File: config.mk
export PLATFORM = sky130hd
export DESIGN_NAME = fir_mac_pipe
export DESIGN_NICKNAME = d
export VERILOG_FILES = /design/src/rtl/fir_mac_pipe.sv
export SDC_FILE = /design/constraint.sdc
export NUM_CORES = 2
export LEC_CHECK = 0
export ABC_AREA = 0
export ABC_CLOCK_PERIOD_IN_PS = 8000
export CAP_MARGIN = 20
export CORE_MARGIN = 10
export CORE_UTILIZATION = 45
export CTS_CLUSTER_SIZE = 8
export DETAILED_ROUTE_END_ITERATION = 12
export MAX_ROUTING_LAYER = met4
export SYNTH_ARGS = -nofsm -noshare
export SYNTH_HDL_FRONTEND = slang
export SYNTH_SLANG_ARGS = --single-unit
export TNS_END_PERCENT = 30
File: constraint.sdc
create_clock -name axis_clk -period 8 [get_ports axis_clk]
set_input_delay 0.8 -clock axis_clk [delete_from_list [all_inputs] [get_ports axis_clk]]
set_output_delay 0.8 -clock axis_clk [all_outputs]
set_load 0.1 [all_outputs]
File: src/rtl/fir_mac_pipe.sv
// Three-stage signed multiply-accumulate pipeline with self-sequenced tap grouping and backpressure.
// Define FIR_MAC_SAT_EN to saturate the output and expose sat_flag; otherwise the output wraps.
module fir_mac_pipe #(
    parameter int pDATA_WIDTH = 32,
    parameter int pCOEF_WIDTH = 32,
    parameter int pACC_WIDTH  = 48,
    parameter int pOUT_SHIFT  = 0,
    parameter int pTAP_MAX    = 32,
    localparam int CNT_W      = $clog2(pTAP_MAX + 1)
) (
    input  logic                          axis_clk,
    input  logic                          axis_rst_n,
    input  logic                          cal_clr,
    input  logic [CNT_W-1:0]              cfg_tap_num,
    input  logic                          in_valid,
    output logic                          in_ready,
    input  logic signed [pDATA_WIDTH-1:0] in_data,
    input  logic signed [pCOEF_WIDTH-1:0] in_tap,
    output logic                          out_valid,
    input  logic                          out_ready,
    output logic [pDATA_WIDTH-1:0]        out_y,
    output logic                          busy
`ifdef FIR_MAC_SAT_EN
    ,
    output logic                          sat_flag
`endif
);

    logic                   stall;
    logic                   accept;

    logic [CNT_W-1:0]       tap_cnt;
    logic [CNT_W-1:0]       tap_n;
    logic [CNT_W-1:0]       cfg_n;
    logic [CNT_W-1:0]       grp_n;
    logic [CNT_W-1:0]       cnt_inc;
    logic                   is_first;
    logic                   is_last;

    logic                          s1_v;
    logic signed [pDATA_WIDTH-1:0] s1_x;
    logic signed [pCOEF_WIDTH-1:0] s1_h;
    logic                          s1_first;
    logic                          s1_last;

    logic signed [pACC_WIDTH-1:0]  prod_acc;
    logic                          s2_v;
    logic signed [pACC_WIDTH-1:0]  s2_p;
    logic                          s2_first;
    logic                          s2_last;

    logic signed [pACC_WIDTH-1:0]  acc;
    logic signed [pACC_WIDTH-1:0]  sum;
    logic [pDATA_WIDTH-1:0]        y_fmt;

    assign stall    = out_valid & ~out_ready;
    assign in_ready = ~stall;
    assign accept   = in_valid & in_ready;
    assign busy     = s1_v | s2_v | out_valid | (tap_cnt != '0);

    // The effective group length is only taken from cfg_tap_num when a group opens.
    always_comb begin
        cfg_n = cfg_tap_num;
        if (cfg_tap_num == '0) begin
            cfg_n = CNT_W'(1);
        end else if (cfg_tap_num > CNT_W'(pTAP_MAX)) begin
            cfg_n = CNT_W'(pTAP_MAX);
        end
    end

    assign is_first = (tap_cnt == '0);
    assign grp_n    = is_first ? cfg_n : tap_n;
    assign cnt_inc  = tap_cnt + CNT_W'(1);
    assign is_last  = (cnt_inc == grp_n);

    always_ff @(posedge axis_clk or negedge axis_rst_n) begin
        if (!axis_rst_n) begin
            tap_cnt <= '0;
            tap_n   <= '0;
        end else if (cal_clr) begin
            tap_cnt <= '0;
        end else if (accept) begin
            if (is_first) begin
                tap_n <= cfg_n;
            end
            tap_cnt <= is_last ? '0 : cnt_inc;
        end
    end

    always_ff @(posedge axis_clk or negedge axis_rst_n) begin
        if (!axis_rst_n) begin
            s1_v     <= 1'b0;
            s1_x     <= '0;
            s1_h     <= '0;
            s1_first <= 1'b0;
            s1_last  <= 1'b0;
        end else if (cal_clr) begin
            s1_v <= 1'b0;
        end else if (!stall) begin
            s1_v <= accept;
            if (accept) begin
                s1_x     <= in_data;
                s1_h     <= in_tap;
                s1_first <= is_first;
                s1_last  <= is_last;
            end
        end
    end

    // Low pACC_WIDTH bits of the full product; sign-extends when the accumulator is wider.
    assign prod_acc = pACC_WIDTH'(s1_x) * pACC_WIDTH'(s1_h);

    always_ff @(posedge axis_clk or negedge axis_rst_n) begin
        if (!axis_rst_n) begin
            s2_v     <= 1'b0;
            s2_p     <= '0;
            s2_first <= 1'b0;
            s2_last  <= 1'b0;
        end else if (cal_clr) begin
            s2_v <= 1'b0;
        end else if (!stall) begin
            s2_v <= s1_v;
            if (s1_v) begin
                s2_p     <= prod_acc;
                s2_first <= s1_first;
                s2_last  <= s1_last;
            end
        end
    end

    assign sum = s2_first ? s2_p : acc + s2_p;

`ifdef FIR_MAC_SAT_EN
    logic signed [pACC_WIDTH-1:0]  shifted;
    logic [pACC_WIDTH-pDATA_WIDTH:0] upper;
    logic                          clip;

    assign shifted = sum >>> pOUT_SHIFT;
    assign upper   = shifted[pACC_WIDTH-1:pDATA_WIDTH-1];
    // Fits when every bit from the output sign bit upward agrees.
    assign clip    = ~((&upper) | ~(|upper));
    always_comb begin
        y_fmt = shifted[pDATA_WIDTH-1:0];
        if (clip) begin
            y_fmt = shifted[pACC_WIDTH-1] ? {1'b1, {(pDATA_WIDTH-1){1'b0}}}
                                          : {1'b0, {(pDATA_WIDTH-1){1'b1}}};
        end
    end
`else
    assign y_fmt = pDATA_WIDTH'(sum >>> pOUT_SHIFT);
`endif

    always_ff @(posedge axis_clk or negedge axis_rst_n) begin
        if (!axis_rst_n) begin
            acc       <= '0;
            out_valid <= 1'b0;
            out_y     <= '0;
`ifdef FIR_MAC_SAT_EN
            sat_flag  <= 1'b0;
`endif
        end else if (cal_clr) begin
            acc       <= '0;
            out_valid <= 1'b0;
`ifdef FIR_MAC_SAT_EN
            sat_flag  <= 1'b0;
`endif
        end else if (!stall) begin
            if (s2_v) begin
                acc <= sum;
            end
            if (s2_v && s2_last) begin
                out_valid <= 1'b1;
                out_y     <= y_fmt;
`ifdef FIR_MAC_SAT_EN
                sat_flag  <= clip;
`endif
            end else begin
                out_valid <= 1'b0;
            end
        end
    end

endmodule

# After elaboration in Yosys (flattened, before gate mapping)
# Index checks and enable logic that the tools add are counted.
# word_totals
elab_cells,56
regBits,211
out_inout_bits,35
input_bits,75
# op_classes
mux,17
n_lt_le_gt_ge,1
eq_ne,2
n_addsub,2
bitwise_logic,8
reduce_logical,11
multipliers,1
# op_table
operator,n
2-to-1 mux 48 bit,4
adder 48 bit,1
multiplier 32 x 32 -> 48 bit,1
2-to-1 mux 6 bit,6
logical NOT 6 bit,2
AND reduction 3 bit,3
2-to-1 mux 1 bit,7
"adder 6 x 1 -> 6 bit, second input constant",1
== test 6 bit,1
"greater-than comparator 6 bit, second input constant",1
nonzero test 6 bit,1
AND reduction 2 bit,2
nonzero test 2 bit,2
NOT 1 bit,3
OR 1 bit,3
AND 1 bit,2
"inequality test 2 bit, second input constant",1
logical AND 1 bit,1

# Longest topological paths before layout
# depth
depth_word,8
ltp_mapped,27
ltp_nobuf,25

# Worst setup path before layout
# OpenSTA, ideal clock, no wires.
# synth_path
kind,register -> register
start,reg s1_x[13]
end,reg s2_p[30]
stages_incl_launch_ff,25
path_buffers,2
setup_ns,0.133
arrival_time_ns,6.617
synth_period_minus_slack_ns,6.751
t_required_ns,7.867
setup_slack_ns,1.249
path_cell_list,dfrtp_1 clkbuf_1 clkbuf_1 and2_1 fa_1 fa_1 fa_1 inv_1 fa_1 inv_1 fa_1 inv_1 fa_1 inv_1 fa_1 fa_1 ha_1 and3_1 o211ai_1 a21oi_1 o31ai_1 a311oi_1 a311oi_1 xor2_1 o21ai_0
# synth_between
elab_chain_len,1
# synth_lines
element,line,source
from (decl),41,logic signed [pDATA_WIDTH-1:0] s1_x;
from (signal assigned),102,s1_x <= in_data;
multiplier 32 x 32 -> 48 bit,111,assign prod_acc = pACC_WIDTH'(s1_x) * pACC_WIDTH'(s1_h);
to (signal assigned),124,s2_p <= prod_acc;
to (decl),48,logic signed [pACC_WIDTH-1:0] s2_p;
# No other way between the ends.
# A chain may end at the register's enable or synchronous reset.

# Worst setup path after layout
# layout_path
start,reg s1_x[6]
end,reg s2_p[30]
# The elaborated chain is that of the path after synthesis.

==> metrics.md <==
| Metric | Value |
|---|---|
| Status | `finished, final reports clean` |
| Mapped cell area | `0.0249 mm^2` |
| Crit. End Element | `flop` |
| DRT iter0 DRCs | `980` |
| Post-synthesis sequential area ratio | `0.180` |
| Share of cells above drive strength 1 | `0.0644` |
| Worst r2r src | `s1_x[6]$_DFFE_PN0P_` |
| Rows | `86` |
| Placed cell areas | `0.0267 mm^2` |
| Delay-heaviest family, CP | `adder cells` |
| Max Buffers Root-to-Sink | `2` |
| Top fanout value on the critical path | `16` |
| PostCTS Resize Cnt | `0` |
| Highest-delay cell along the critical path | `dfrtp_1` |
| Fin crit period | `7.50 ns` |
| CP arrival | `7.85 ns` |
| All-Layer GR Usage | `0.220` |
| CTS tree | `yes` |
| Largest family of logic cells by synthesized area | `adder cells` |
| Initial antenna violation count | `2` |
| Worst path buffer plus inverter count | `4` |
| Crit path cell chain | `and2_1, fa_1, fa_1, fa_1, inv_1, fa_1, inv_1, ha_1, ha_1, fa_1, inv_1, fa_1, inv_1, ha_1, a2111oi_0, a21oi_1, o31ai_1, a311oi_1, a311oi_1, xor2_1, o21ai_0` |
| Die Ht | `255 um` |
| DP HPWL | `53.0 mm` |
| Worst hold path type | `primary input to asynchronous set/reset pin` |
| Synth warnings | `0` |
| Post-CTS Setup Inserts | `0` |
| Routed Wire Length | `66.1 mm` |
| Final hold vios | `0` |
| Port-buffer cells | `109` |
| Vias per cell | `5.18` |
| WHS | `0.379 ns` |
| Xor/xnor share of the synthesized area | `0.0416` |
| Simple-Gate Fraction of Synth Area | `0.162` |
| Layout Nets | `3295` |
| Start point of the critical path | `s1_x[6]$_DFFE_PN0P_` |
| Wire per inst | `19.7 um` |
| Mux cell area share after synthesis | `0.0436` |
| Fillers | `5075` |
| Die area | `0.0651 mm^2` |
| CTS H-tree depth | `4` |
| Slew HR | `0.301` |
| Clock-pin slew of the registers on the worst-case setup and hold paths | `0.09 ns` |
| Startpoint Class | `flop` |
| Post-synth EDFFs | `0` |
| Seq cells post-synth | `179` |
| Setup_tns | `0 ns` |
| GRT Residual Overflow | `0` |
| Crit path kind | `flop to flop` |
| Routed Antenna Nets | `0` |
| Crit share post-route | `0.938` |
| Vias in the first global route | `18700` |
| Final setup fails | `0` |
| First-pass GRT wire length | `106 mm` |
| Slowest cell delay on critical path | `0.86 ns` |
| Clk sinks | `179` |
| Mapped Nets | `3256` |
| Drt pass-1 iters | `5` |
| Clk_skew | `0.0304 ns` |
| CTS buffer count | `17` |
| Worst Path Required | `8.35 ns` |
| Clk_lat worst skew | `0.52 ns` |
| Crit path top cell by count | `fa_1` |
| Final slew viol count | `0` |
| Initial Utilization | `0.453` |
| Total of max-cap violations | `0` |
| Routability cong. | `0.928` |
| Remaining DRCs | `0` |
| Die W | `255 um` |
| Post-Synthesis Cells | `2589` |
| Core footprint | `0.0549 mm^2` |
| Clock root cell | `clkbuf_16` |
| Netlist cell types | `59` |
| Post-Synth Adder-Cell Area | `0.421` |
| Fmax | `133 MHz` |
| Most used DFF post-synth | `dfrtp_1` |
| Tightest Pin Transition | `1.05 ns` |
| Post-synth ARST share | `1.00` |
| Utilization after layout | `0.498` |
| Synth Area in Compound Gates | `0.0675` |
| Hold buffers post-CTS | `0` |
| Area Growth Syn to Fin | `9.79%` |
| Avg Cell Area, Syn | `9.61 um^2` |
| Largest net degree at the start of global routing | `106` |
| RSZ-0062 raised after global routing | `no` |
| Design Area, Final | `0.0273 mm^2` |
| Via count | `17300` |
| I/O pin cnt | `110` |
==> worst paths after layout <==
| check | slack, ns | depth (start not counted) | to |
|---|---|---|---|
| setup / recovery | 0.50 | 21 | s2_p[30]$_DFFE_PN0P_ |
| hold / removal | 0.38 | 1 | out_y[5]$_DFFE_PN0P_ |
| setup reg to reg | 0.50 | 21 | s2_p[30]$_DFFE_PN0P_ |
| hold reg to reg | 0.48 | 2 | out_y[25]$_DFFE_PN0P_ |
| max in group asynchronous | 6.37 | 3 | s1_h[24]$_DFFE_PN0P_ |
| min in group axis_clk | 0.48 | 2 | out_y[25]$_DFFE_PN0P_ |
==> per-layer routing <==
metal,wire [um],vias up,global-route usage
met5,0,-,-
met4,1550,0,0.0644
met3,2650,62,0.0305
met2,32000,379,0.357
met1,29900,8808,0.284
li1,-,8082,-
==> flip-flops by register name (all words and copies together), names as in the netlist <==
signal / cells
s1_x: 32
tap_cnt: 6
s2_first: 1
s1_h: 32
s2_v: 1
out_valid: 1
s2_last: 1
s2_p: 32
s1_v: 1
acc: 32
s1_first: 1
out_y: 32
s1_last: 1
tap_n: 6
==> cell usage after synthesis, types with 2 or more instances <==
library cell	count	area [um^2]
a2111oi_0	3	26.3
a211o_1	2	17.5
a211oi_1	8	60.1
a21o_1	20	150
a21oi_1	62	310
a22o_1	8	70.1
a311o_1	2	20.0
a311oi_1	2	17.5
a31o_2	2	17.5
a31oi_1	5	31.3
a41oi_1	2	17.5
and2_1	358	2240
and3_1	9	56.3
and4_1	2	17.5
buf_1	3	11.3
buf_2	4	20.0
clkbuf_1	121	454
dfrtp_1	179	4480
fa_1	409	8190
ha_1	183	2290
inv_1	423	1590
mux2_2	83	935
mux2i_1	15	150
nand2_1	291	1090
nand2b_1	8	50.1
nand3_1	14	70.1
nand3b_1	2	15.0
nand4_1	4	25.0
nor2_1	42	158
nor2b_1	9	56.3
nor3_1	13	65.1
nor3b_1	4	30.0
nor4_1	5	31.3
nor4b_1	6	52.6
o211a_1	2	20.0
o211ai_1	4	30.0
o21a_1	12	90.1
o21ai_0	113	566
o21bai_1	10	75.1
o31a_1	2	17.5
o31ai_1	8	60.1
or2_2	2	12.5
xnor2_1	79	692
xor2_1	39	342
==> stage by stage <==
step | worst slack (ns) | instances
floorplan | 1.25 | 2589
global placement | 0.652 | 3312
detailed placement | 0.568 | 3312
CTS | 0.541 | 3344
global route | 0.0762 | 3346
finish | 0.499 | 3346
==> cell usage in the layout, fill, tap and decap left out, drive strengths merged, types with 3 or more instances in the layout <==
| master | n |
|---|---|
| dfrtp | 179 |
| o21bai | 10 |
| ha | 183 |
| nor4b | 6 |
| nor2 | 42 |
| nand4 | 4 |
| nand3 | 14 |
| a21o | 20 |
| a22o | 8 |
| nand2 | 291 |
| nor4 | 6 |
| buf | 40 |
| o211ai | 4 |
| a211oi | 9 |
| nor2b | 9 |
| a31oi | 5 |
| or2 | 3 |
| o21a | 12 |
| nor3 | 13 |
| a21oi | 62 |
| fa | 409 |
| o31ai | 8 |
| clkdlybuf4s50 | 108 |
| o21ai | 114 |
| and2 | 358 |
| xor2 | 39 |
| and3 | 9 |
| nand2b | 8 |
| xnor2 | 79 |
| a2111oi | 3 |
| nor3b | 4 |
| mux2 | 83 |
| clkbuf | 18 |
| clkinv | 8 |
| mux2i | 15 |
| inv | 430 |
==> cell type report <==
cell class              instances  area (um^2)  area share
multi-input cells            1858        18300       0.671
flip-flops and latches        179         4480       0.164
inverters                     423         1590      0.0581
repair buffers                149         1420      0.0518
well taps                     704          881      0.0323
clock buffers                  17          425      0.0156
clock inverters                15          196     0.00719
diodes                          1         2.50   0.0000916
==> cells by family after synthesis <==
kind of cell,count (synthesis)
compound gates,275
xor+xnor,118
fa+ha+maj,592
buf+inv,552
flops,179
mux,98
simple gates,775
Power is left out: the tool's default activity adds up to more than one toggle a clock period on the data nets, which glitch-free logic cannot reach.
